===== src/rtl/apb_cmd_master.sv =====
// apb_cmd_master: turns a valid/ready command stream into single APB3
// transfers (SETUP then ACCESS) with one transfer outstanding at a time,
// and returns one registered response pulse per completed command.
// Optional feature: define APB_MST_TIMEOUT_EN to abort an ACCESS phase after
// TIMEOUT_CYC cycles with pready low (response carries rsp_err=1, rsp_rdata=0).
module apb_cmd_master #(
    parameter int ADDR_W      = 32,
    parameter int DATA_W      = 32,
    parameter int TIMEOUT_CYC = 256
) (
    input  logic              clk,
    input  logic              rst_n,
    input  logic              cmd_valid,
    output logic              cmd_ready,
    input  logic              cmd_write,
    input  logic [ADDR_W-1:0] cmd_addr,
    input  logic [DATA_W-1:0] cmd_wdata,
    output logic              rsp_valid,
    output logic [DATA_W-1:0] rsp_rdata,
    output logic              rsp_err,
    output logic              psel,
    output logic              penable,
    output logic              pwrite,
    output logic [ADDR_W-1:0] paddr,
    output logic [DATA_W-1:0] pwdata,
    input  logic [DATA_W-1:0] prdata,
    input  logic              pready,
    input  logic              pslverr
);

    typedef enum logic [1:0] {
        S_IDLE   = 2'd0,
        S_SETUP  = 2'd1,
        S_ACCESS = 2'd2
    } state_t;

    state_t state, state_nxt;
    logic   accept;    // command handshake in IDLE
    logic   done;      // slave completes the ACCESS phase
    logic   timeout;   // ACCESS phase abandoned after the wait limit

    assign accept = (state == S_IDLE) && cmd_valid;
    assign done   = (state == S_ACCESS) && pready;

`ifdef APB_MST_TIMEOUT_EN
    localparam int CNT_W = $clog2(TIMEOUT_CYC + 1);
    logic [CNT_W-1:0] wait_cnt;

    // Count ACCESS cycles spent with pready low; cleared while in SETUP so it starts at 0 in ACCESS.
    always_ff @(posedge clk or negedge rst_n) begin
        if (!rst_n) begin
            wait_cnt <= '0;
        end else if (state == S_SETUP) begin
            wait_cnt <= '0;
        end else if ((state == S_ACCESS) && !pready) begin
            wait_cnt <= wait_cnt + 1'b1;
        end
    end

    // The limit is reached on the wait cycle that brings the count to TIMEOUT_CYC; pready wins.
    assign timeout = (state == S_ACCESS) && !pready &&
                     (wait_cnt == CNT_W'(TIMEOUT_CYC - 1));
`else
    // Without the timeout option ACCESS waits forever; the limit only keeps the parameter referenced.
    assign timeout = 1'b0 && (TIMEOUT_CYC > 0);
`endif

    // State register.
    always_ff @(posedge clk or negedge rst_n) begin
        if (!rst_n) begin
            state <= S_IDLE;
        end else begin
            // NOTE: clocked state uses non-blocking assignments so every flop samples pre-edge values.
            state <= state_nxt;
        end
    end

    // Next-state logic: SETUP always lasts one cycle, ACCESS until pready (or timeout).
    always_comb begin
        // NOTE: default assignment first so no path through the case leaves state_nxt unassigned (no latch).
        state_nxt = state;
        case (state)
            S_IDLE:   if (cmd_valid)          state_nxt = S_SETUP;
            S_SETUP:                          state_nxt = S_ACCESS;
            S_ACCESS: if (pready || timeout)  state_nxt = S_IDLE;
            default:                          state_nxt = S_IDLE;
        endcase
    end

    // Output decode: handshake and APB phase strobes depend on the state only.
    always_comb begin
        cmd_ready = 1'b0;
        psel      = 1'b0;
        penable   = 1'b0;
        case (state)
            S_IDLE:   cmd_ready = 1'b1;
            S_SETUP:  psel      = 1'b1;
            S_ACCESS: begin
                psel    = 1'b1;
                penable = 1'b1;
            end
            default: ;
        endcase
    end

    // Capture the command into the APB address/data registers; they hold until the next command.
    always_ff @(posedge clk or negedge rst_n) begin
        if (!rst_n) begin
            pwrite <= 1'b0;
            paddr  <= '0;
            pwdata <= '0;
        end else if (accept) begin
            pwrite <= cmd_write;
            paddr  <= cmd_addr;
            pwdata <= cmd_wdata;
        end
    end

    // Registered response: one-cycle pulse, data and error hold until the next completion.
    always_ff @(posedge clk or negedge rst_n) begin
        if (!rst_n) begin
            rsp_valid <= 1'b0;
            rsp_rdata <= '0;
            rsp_err   <= 1'b0;
        end else begin
            rsp_valid <= done || timeout;
            if (done) begin
                rsp_rdata <= pwrite ? '0 : prdata;
                rsp_err   <= pslverr;
            end else if (timeout) begin
                rsp_rdata <= '0;
                rsp_err   <= 1'b1;
            end
        end
    end

endmodule


===== config.mk =====
export PLATFORM = sky130hd
export DESIGN_NAME = apb_cmd_master
export DESIGN_NICKNAME = d
export VERILOG_FILES = /design/src/rtl/apb_cmd_master.sv
export SDC_FILE = /design/constraint.sdc
export NUM_CORES = 1
export LEC_CHECK = 0
export CORE_ASPECT_RATIO = 1.25
export CORE_MARGIN = 1.5
export CORE_UTILIZATION = 55
export CTS_BUF_LIST = sky130_fd_sc_hd__clkbuf_16
export CTS_CLUSTER_SIZE = 8
export DETAILED_ROUTE_END_ITERATION = 6
export DONT_BUFFER_PORTS = 1
export PLACE_DENSITY = 0.72
export SLEW_MARGIN = 40
export SYNTH_ARGS = -nofsm -noshare
export SYNTH_HDL_FRONTEND = slang
export SYNTH_SLANG_ARGS = --single-unit

===== constraint.sdc =====
create_clock -name clk -period 2.05 [get_ports clk]
set_input_delay 0.41 -clock clk [delete_from_list [all_inputs] [get_ports clk]]
set_output_delay 0.41 -clock clk [all_outputs]
set_load 0.01 [all_outputs]

# Word level (Yosys, flattened, before mapping)
# Cells that the tools add are included.
# word_totals
regBits	101
out_inout_bits	102
elab_cells	23
# classes
n_eq_ne	4
muxes	7
n_reduce_logical	5
# ops
cell	count
2-to-1 mux 32 bit	1
case mux 2 bit (3 select lines)	1
2-to-1 mux 2 bit	2
inequality test 2 bit, second input constant	2
2-to-1 mux 1 bit	3
== test 2 x 1 -> 1 bit, second input constant	1
== test 2 bit, second input constant	1
logical AND 1 bit	2
logical NOT 2 bit	1
AND reduction 2 bit	1
OR reduction 2 bit	1

# Depth between registers and ports, before layout
# Gate-level depths: netlist (run 1).
# logic_depth
depth_word	3
mapped_depth	7
depth_no_buf	5

# Worst setup path after synthesis (run 1)
# OpenSTA, ideal clock, no wires.
# synth_timing
path_type	reg2reg
startpoint	register state[0]
endpoint	register paddr[0]
setup_time_ps	125
arrival_ps	1362
path_slack_ps	562
stages_incl_launch_ff	7
n_path_buf	2
period_less_slack_ps	1488
path_cell_list	dfrtp_1 > inv_1 > ha_1 > nand2_1 > buf_6 > buf_6 > mux2_4
# synth_via
elab_chain_len	2
# synth_lines
item	line	source
start: declaration	37	state_t state, state_nxt;
start signal: assignment	74	state <= state_nxt;
logical NOT 2 bit	42	assign accept = (state == S_IDLE) && cmd_valid;
logical AND 1 bit	42	
end signal: assignment	114	paddr <= cmd_addr;
end: declaration	24	output logic [ADDR_W-1:0] paddr,
# Every way passes these cells.
# A chain may end at the register's enable or synchronous reset.

# Final worst setup path (run 1)
# layout_timing
startpoint	register state[0]
endpoint	register paddr[23]
# Same word-level chain as after synthesis.

==> impl_metrics.csv, run 1 <==
group,metric,value,unit
worst_setup_path,crit_family,"flip-flops",
drt,vias_per_cell,5.51,
timing,holdWs,-0.232,ns
worst_setup_path,crit_path_end,"paddr[23]",
pwr,vdd_drop_max,0.890,mV
timing,maxSlewViolCount,0,
clock_network,clockRootBuffer,"clkbuf_16",
synth,synth_area,0.00415,mm²
worst_setup_path,cp.buffers_inverters,2,
global_routing,antenna_found_initial,0,
worst_setup_path,max_stage_delay,0.36,ns
synth,synthArstFlopShare,1.00,
timing,rsz0062_at_grt,"false",
drt,routed_wl,7800,µm
worst_setup_path,crit_start,"state[0]",
global_routing,gr-total-overflow,0,
drt,vias,2143,
final_layout,area_growth,9.89,%
synth,synth_seq_cells,101,
job,drv_cap,0,
worst_setup_path,path_cells,"inv_1 > ha_1 > nand2_4 > buf_12 > mux2_2",
pwr,p_leak,0.00219,µW
floorplanning,die_y,100,µm
drt,wl_per_cell,20.0,µm
status,violations,"negative hold slack",
timing,tns,0,ns
final_layout,num_antenna_cells,0,
global_routing,grt_pass1_vias,2209,
synth,ys_warn_count,0,
timing,setup_violations,0,
worst_setup_path,arrival,1.93,ns
clock_network,cts_tree,"done",
worst_setup_path,crit_type,"reg -> reg",
synth,ys_seq_area_frac,0.609,
floorplanning,ioPinCount,204,
worst_setup_path,r2r_slack,0.33,ns
worst_setup_path,r2r_start,"state[0]",
synth,ys.flop_type,"dfrtp_1",
worst_setup_path,r2r_cells,5,
floorplanning,placementRows,35,
final_layout,fill_cells,569,
synth,synth_common_cells,"dfrtp_1 (101), mux2_4 (50), nand2_1 (34)",
clock_network,clk_transition_reported_paths,0.07,ns
timing,worst_slew_pin_slew,0.459,ns
pwr,power.density,1740,mW/mm²
synth,yosys.area.top_type,"dfrtp_1",
drt,drt_iter0_markers,39,
worst_setup_path,worstSetupPathDepth,5,
floorplanning,die_w,80.7,µm
global_routing,grt_util_all_layers,0.192,
timing,fin_skew,0.00761,ns
final_layout,fin_util,0.620,
timing,post-route-period-util,0.841,
final_layout,final_layout_size_suffix_gt1_frac,0.300,
drt,postRouteAntennaNets,0,
timing,slew_headroom,0.694,
worst_setup_path,cp-start-kind,"register",
drt,drc_errors,0,
timing,hold_viol_final,101,
worst_setup_path,path_max_fanout,28,
placed_design,port_buffers,0,
clock_network,clk_latency,0.33,ns
synth,syn_avg_cell_area,14.1,µm²
synth,synth.area.top_cells,"dfrtp_1 (61%), mux2_4 (18%), nand2b_1 (4.8%)",
worst_setup_path,crit_required,2.26,ns
synth,synth_most_common_cell,"dfrtp_1",
clock_network,clock_sinks,101,
worst_setup_path,r2r_end,"paddr[23]",
hold_path,hold_class,"in -> async",
clock_network,numCtsBuffers,9,
worst_setup_path,slowest_stage,"dfrtp_1",
clock_network,clock_path_buffers,2,
worst_setup_path,end_kind,"register",
synth,syn-num-nets,399,
floorplanning,coreArea,0.00736,mm²
floorplanning,die-area,0.00808,mm²
synth,synth_edf_count,0,
timing,fmax,0.580,GHz
placed_design,place_congestion,0.769,
synth,yosys.area.top_type_share,0.609,
global_routing,grt_max_degree,102,
clock_network,htree_levels,3,
placed_design,dp_hpwl,5480,µm
timing,min_period,1.72,ns
synth,synthesis.instances,294,
final_layout,nets,398,
drt,dr.pass1.iters,4,
pwr,power.total,7950,µW
synth,ys_types,14,
global_routing,grt_pass1_wl,11700,µm
floorplanning,start_util,0.564,
status,status,"complete, but fails checks",
-- layer usage --
layer | track usage | up-vias | share of wire
li1 | - | 976 | -
met1 | 0.234 | 1047 | 0.38
met2 | 0.304 | 116 | 0.50
met3 | 0.0891 | 4 | 0.11
met4 | 0.0623 | 0 | 0.0092
met5 | 0 | - | 0
-- report_power, final --
group | switching (µW) | internal [µW] | leakage, µW | total, µW
sequential | 1170 | 2910 | 0.00123 | 4090
combinational | 685 | 1290 | 0.000791 | 1970
clock | 696 | 1190 | 0.000165 | 1890
-- repair_timing --
action,CTS,global route
gates resized for setup,0,0
buffers inserted,0,0
endpoints found under the hold margin,101,101
setup endpoints to repair,0,0
-- sequential cells by signal, summed over array words and instances (netlist names) --
name	cells
state	2
rsp_valid	1
rsp_err	1
pwrite	1
paddr	32
pwdata	32
rsp_rdata	32
-- through the flow --
step	hold slack, ns	area (µm²)	cells	worst slack [ns]
floorplan	0.114	4150	294	0.562
global placement	0.116	4220	374	0.362
detailed placement	0.116	4220	374	0.314
CTS	-0.247	4560	389	0.316
global route	-0.258	4560	389	0.220
finish	-0.232	4560	389	0.326
-- worst min-delay path by stage --
stage,start,end,slack (ns),cells after the start
after CTS,rst_n,pwdata[25],-0.25,0
after global placement,rst_n,pwdata[25],0.12,0
final,rst_n,pwdata[25],-0.23,0
after floorplan,rst_n,paddr[0],0.11,0
after detailed placement,rst_n,pwdata[25],0.12,0
after global routing,rst_n,pwdata[25],-0.26,0
-- final cells by class --
| class | count | area, µm² | share of cell area |
|---|---|---|---|
| multi-input combinational | 172 | 1500 | 0.329 |
| tap | 92 | 115 | 0.0252 |
| sequential | 101 | 2530 | 0.554 |
| timing repair buffer | 5 | 62.6 | 0.0137 |
| clock inverter | 6 | 113 | 0.0247 |
| clock buffer | 9 | 225 | 0.0494 |
| inverter | 4 | 15.0 | 0.00329 |
-- cell families (layout without fill, tap and decap cells) --
family                     Yosys count  in the layout  share of synthesized area
and+or+nand+nor                     67             67                     0.0805
adders and majority gates            3              3                    0.00905
muxes                               67             67                      0.227
DFF                                101            101                      0.609
buffers and inverters               21             24                     0.0317
AOI/OAI and AO/OA                   35             35                     0.0428
-- layout by cell type (no fill, tap or decap) --
cell type / netlist / layout
o21a_1: 1 / 1
nand2_2: 0 / 1
nand2_1: 34 / 32
nand2b_1: 32 / 32
inv_8: 0 / 1
ha_1: 3 / 3
clkbuf_16: 0 / 9
mux2_2: 17 / 17
buf_4: 0 / 3
mux2_4: 50 / 50
buf_12: 0 / 2
nand2_4: 0 / 1
clkinvlp_4: 0 / 1
nor2b_1: 1 / 1
inv_1: 4 / 5
dfrtp_1: 101 / 100
a21oi_1: 1 / 1
dfrtp_2: 0 / 1
o21ai_0: 33 / 33
bufinv_16: 0 / 3
Note: power is estimated with default switching activity, not from simulation.
==> inputs of run 2 (changes only) <==
- PLACE_DENSITY: 0.72 -> 0.75
- clock period: 2.05 -> 1.54 ns (I/O delays scaled with it)
==> impl_metrics.csv, run 2 (same netlist as run 1, synthesis figures left out) <==
group,metric,value,unit
status,status,"complete, but fails checks",
status,violations,"negative hold slack",
floorplanning,placementRows,35,
worst_setup_path,path_max_fanout,3,
worst_setup_path,crit_required,1.23,ns
placed_design,dp_hpwl,5430,µm
final_layout,fin_util,0.624,
clock_network,cts_setup_buffers,0,
global_routing,grt_max_degree,102,
worst_setup_path,cp-start-kind,"register",
timing,hold_viol_final,101,
clock_network,clk_transition_reported_paths,0.07,ns
drt,vias_per_cell,5.53,
drt,postRouteAntennaNets,0,
worst_setup_path,arrival,1.16,ns
timing,setup_violations,0,
floorplanning,coreArea,0.00736,mm²
worst_setup_path,end_kind,"output pin",
clock_network,clk_latency,0.33,ns
global_routing,grt_pass1_wl,11600,µm
floorplanning,die_y,100,µm
timing,worst_slew_pin_slew,0.448,ns
clock_network,htree_levels,3,
timing,slew_headroom,0.701,
drt,dr.pass1.iters,4,
timing,fin_skew,0.00859,ns
hold_path,hold_class,"in -> async",
drt,vias,2177,
drt,drc_errors,0,
placed_design,place_congestion,0.767,
floorplanning,start_util,0.564,
timing,holdWs,-0.334,ns
final_layout,final_common_cell,"dfrtp_1",
clock_network,clockRootBuffer,"clkbuf_16",
final_layout,layout_common_cells,"dfrtp_1 (100), mux2_4 (50), o21ai_0 (33), nand2b_1 (32), nand2_1 (32)",
job,drv_cap,0,
global_routing,antenna_found_initial,0,
pwr,p_leak,0.00220,µW
drt,drt_iter0_markers,74,
pwr,power.density,2280,mW/mm²
final_layout,area_growth,10.6,%
clock_network,numCtsBuffers,9,
timing,min_period,1.47,ns
drt,routed_wl,7760,µm
clock_network,clock_sinks,101,
final_layout,finalNonFillerCells,394,
timing,rsz0062_at_grt,"false",
placed_design,placed_cells,380,
final_layout,nets,404,
final_layout,num_antenna_cells,0,
timing,maxSlewViolCount,0,
final_layout,reg_top3,"paddr: 32 flops, pwdata: 32 flops, rsp_rdata: 32 flops",
global_routing,gr-total-overflow,0,
worst_setup_path,crit_type,"reg -> out",
timing,post-route-period-util,0.951,
clock_network,clock_path_buffers,2,
floorplanning,ioPinCount,204,
floorplanning,die-area,0.00808,mm²
worst_setup_path,r2r_cells,5,
timing,tns,0,ns
final_layout,final_layout_size_suffix_gt1_frac,0.321,
pwr,vdd_drop_max,1.17,mV
placed_design,port_buffers,0,
clock_network,cts_tree,"done",
global_routing,grt_pass1_vias,2282,
global_routing,grt_util_all_layers,0.191,
drt,wl_per_cell,19.7,µm
floorplanning,die_w,80.7,µm
timing,fmax,0.683,GHz
-- run 2: stage by stage --
| stage | instance area, µm² | setup WS [ns] | total power, µW |
|---|---|---|---|
| finish | 4590 | 0.0749 | 10500 |
| global route | 4590 | 0.00313 | 11100 |
| CTS | 4580 | 0.0386 | 10600 |
| detailed placement | 4280 | 0.0800 | 8210 |
| global placement | 4280 | 0.122 | 8070 |
| floorplan | 4150 | 0.0525 | 7540 |
-- run 2: power by group --
part | switching (µW) | internal (µW)
Clock | 898 | 1400
Sequential | 1550 | 3880
Combinational | 942 | 1810
Total | 3390 | 7080
-- run 2: timing repair --
item,in CTS,in global routing
setup endpoints to repair,1,15
resized for setup,1,3
hold endpoints to repair,101,101
-- run 2: path summary, 6_finish.rpt --
| path | start | endpoint | slack (ns) |
|---|---|---|---|
| setup reg to reg | state[1] | pwdata[13] | 0.11 |
| setup / recovery | state[1] | cmd_ready | 0.07 |
| max in group asynchronous | rst_n | rsp_rdata[17] | 1.75 |
| hold / removal | rst_n | paddr[12] | -0.33 |
| hold reg to reg | rsp_rdata[11] | rsp_rdata[11] | 0.55 |
| min in group clk | prdata[2] | rsp_rdata[2] | 0.11 |
-- run 2: worst max-delay path, stage by stage (launching register included) --
cell	delay, ns
dfrtp_1	0.39
inv_1	0.09
ha_2	0.20
buf_4	0.14
-- run 2: final cells by class --
type / count / area (µm²)
tap: 92 / 115
multi-input combinational: 172 / 1510
clock buffer: 9 / 225
timing repair buffer: 11 / 120
sequential: 101 / 2530
clock inverter: 5 / 78.8
fill: 582 / 2770
inverter: 4 / 15.0
-- run 2: per-layer routing --
metal,vias up,track usage,routed length (µm)
li1,988,-,-
met1,1058,0.219,2850
met2,123,0.320,3910
met3,8,0.0800,901
met4,0,0.0676,103
met5,-,0,0
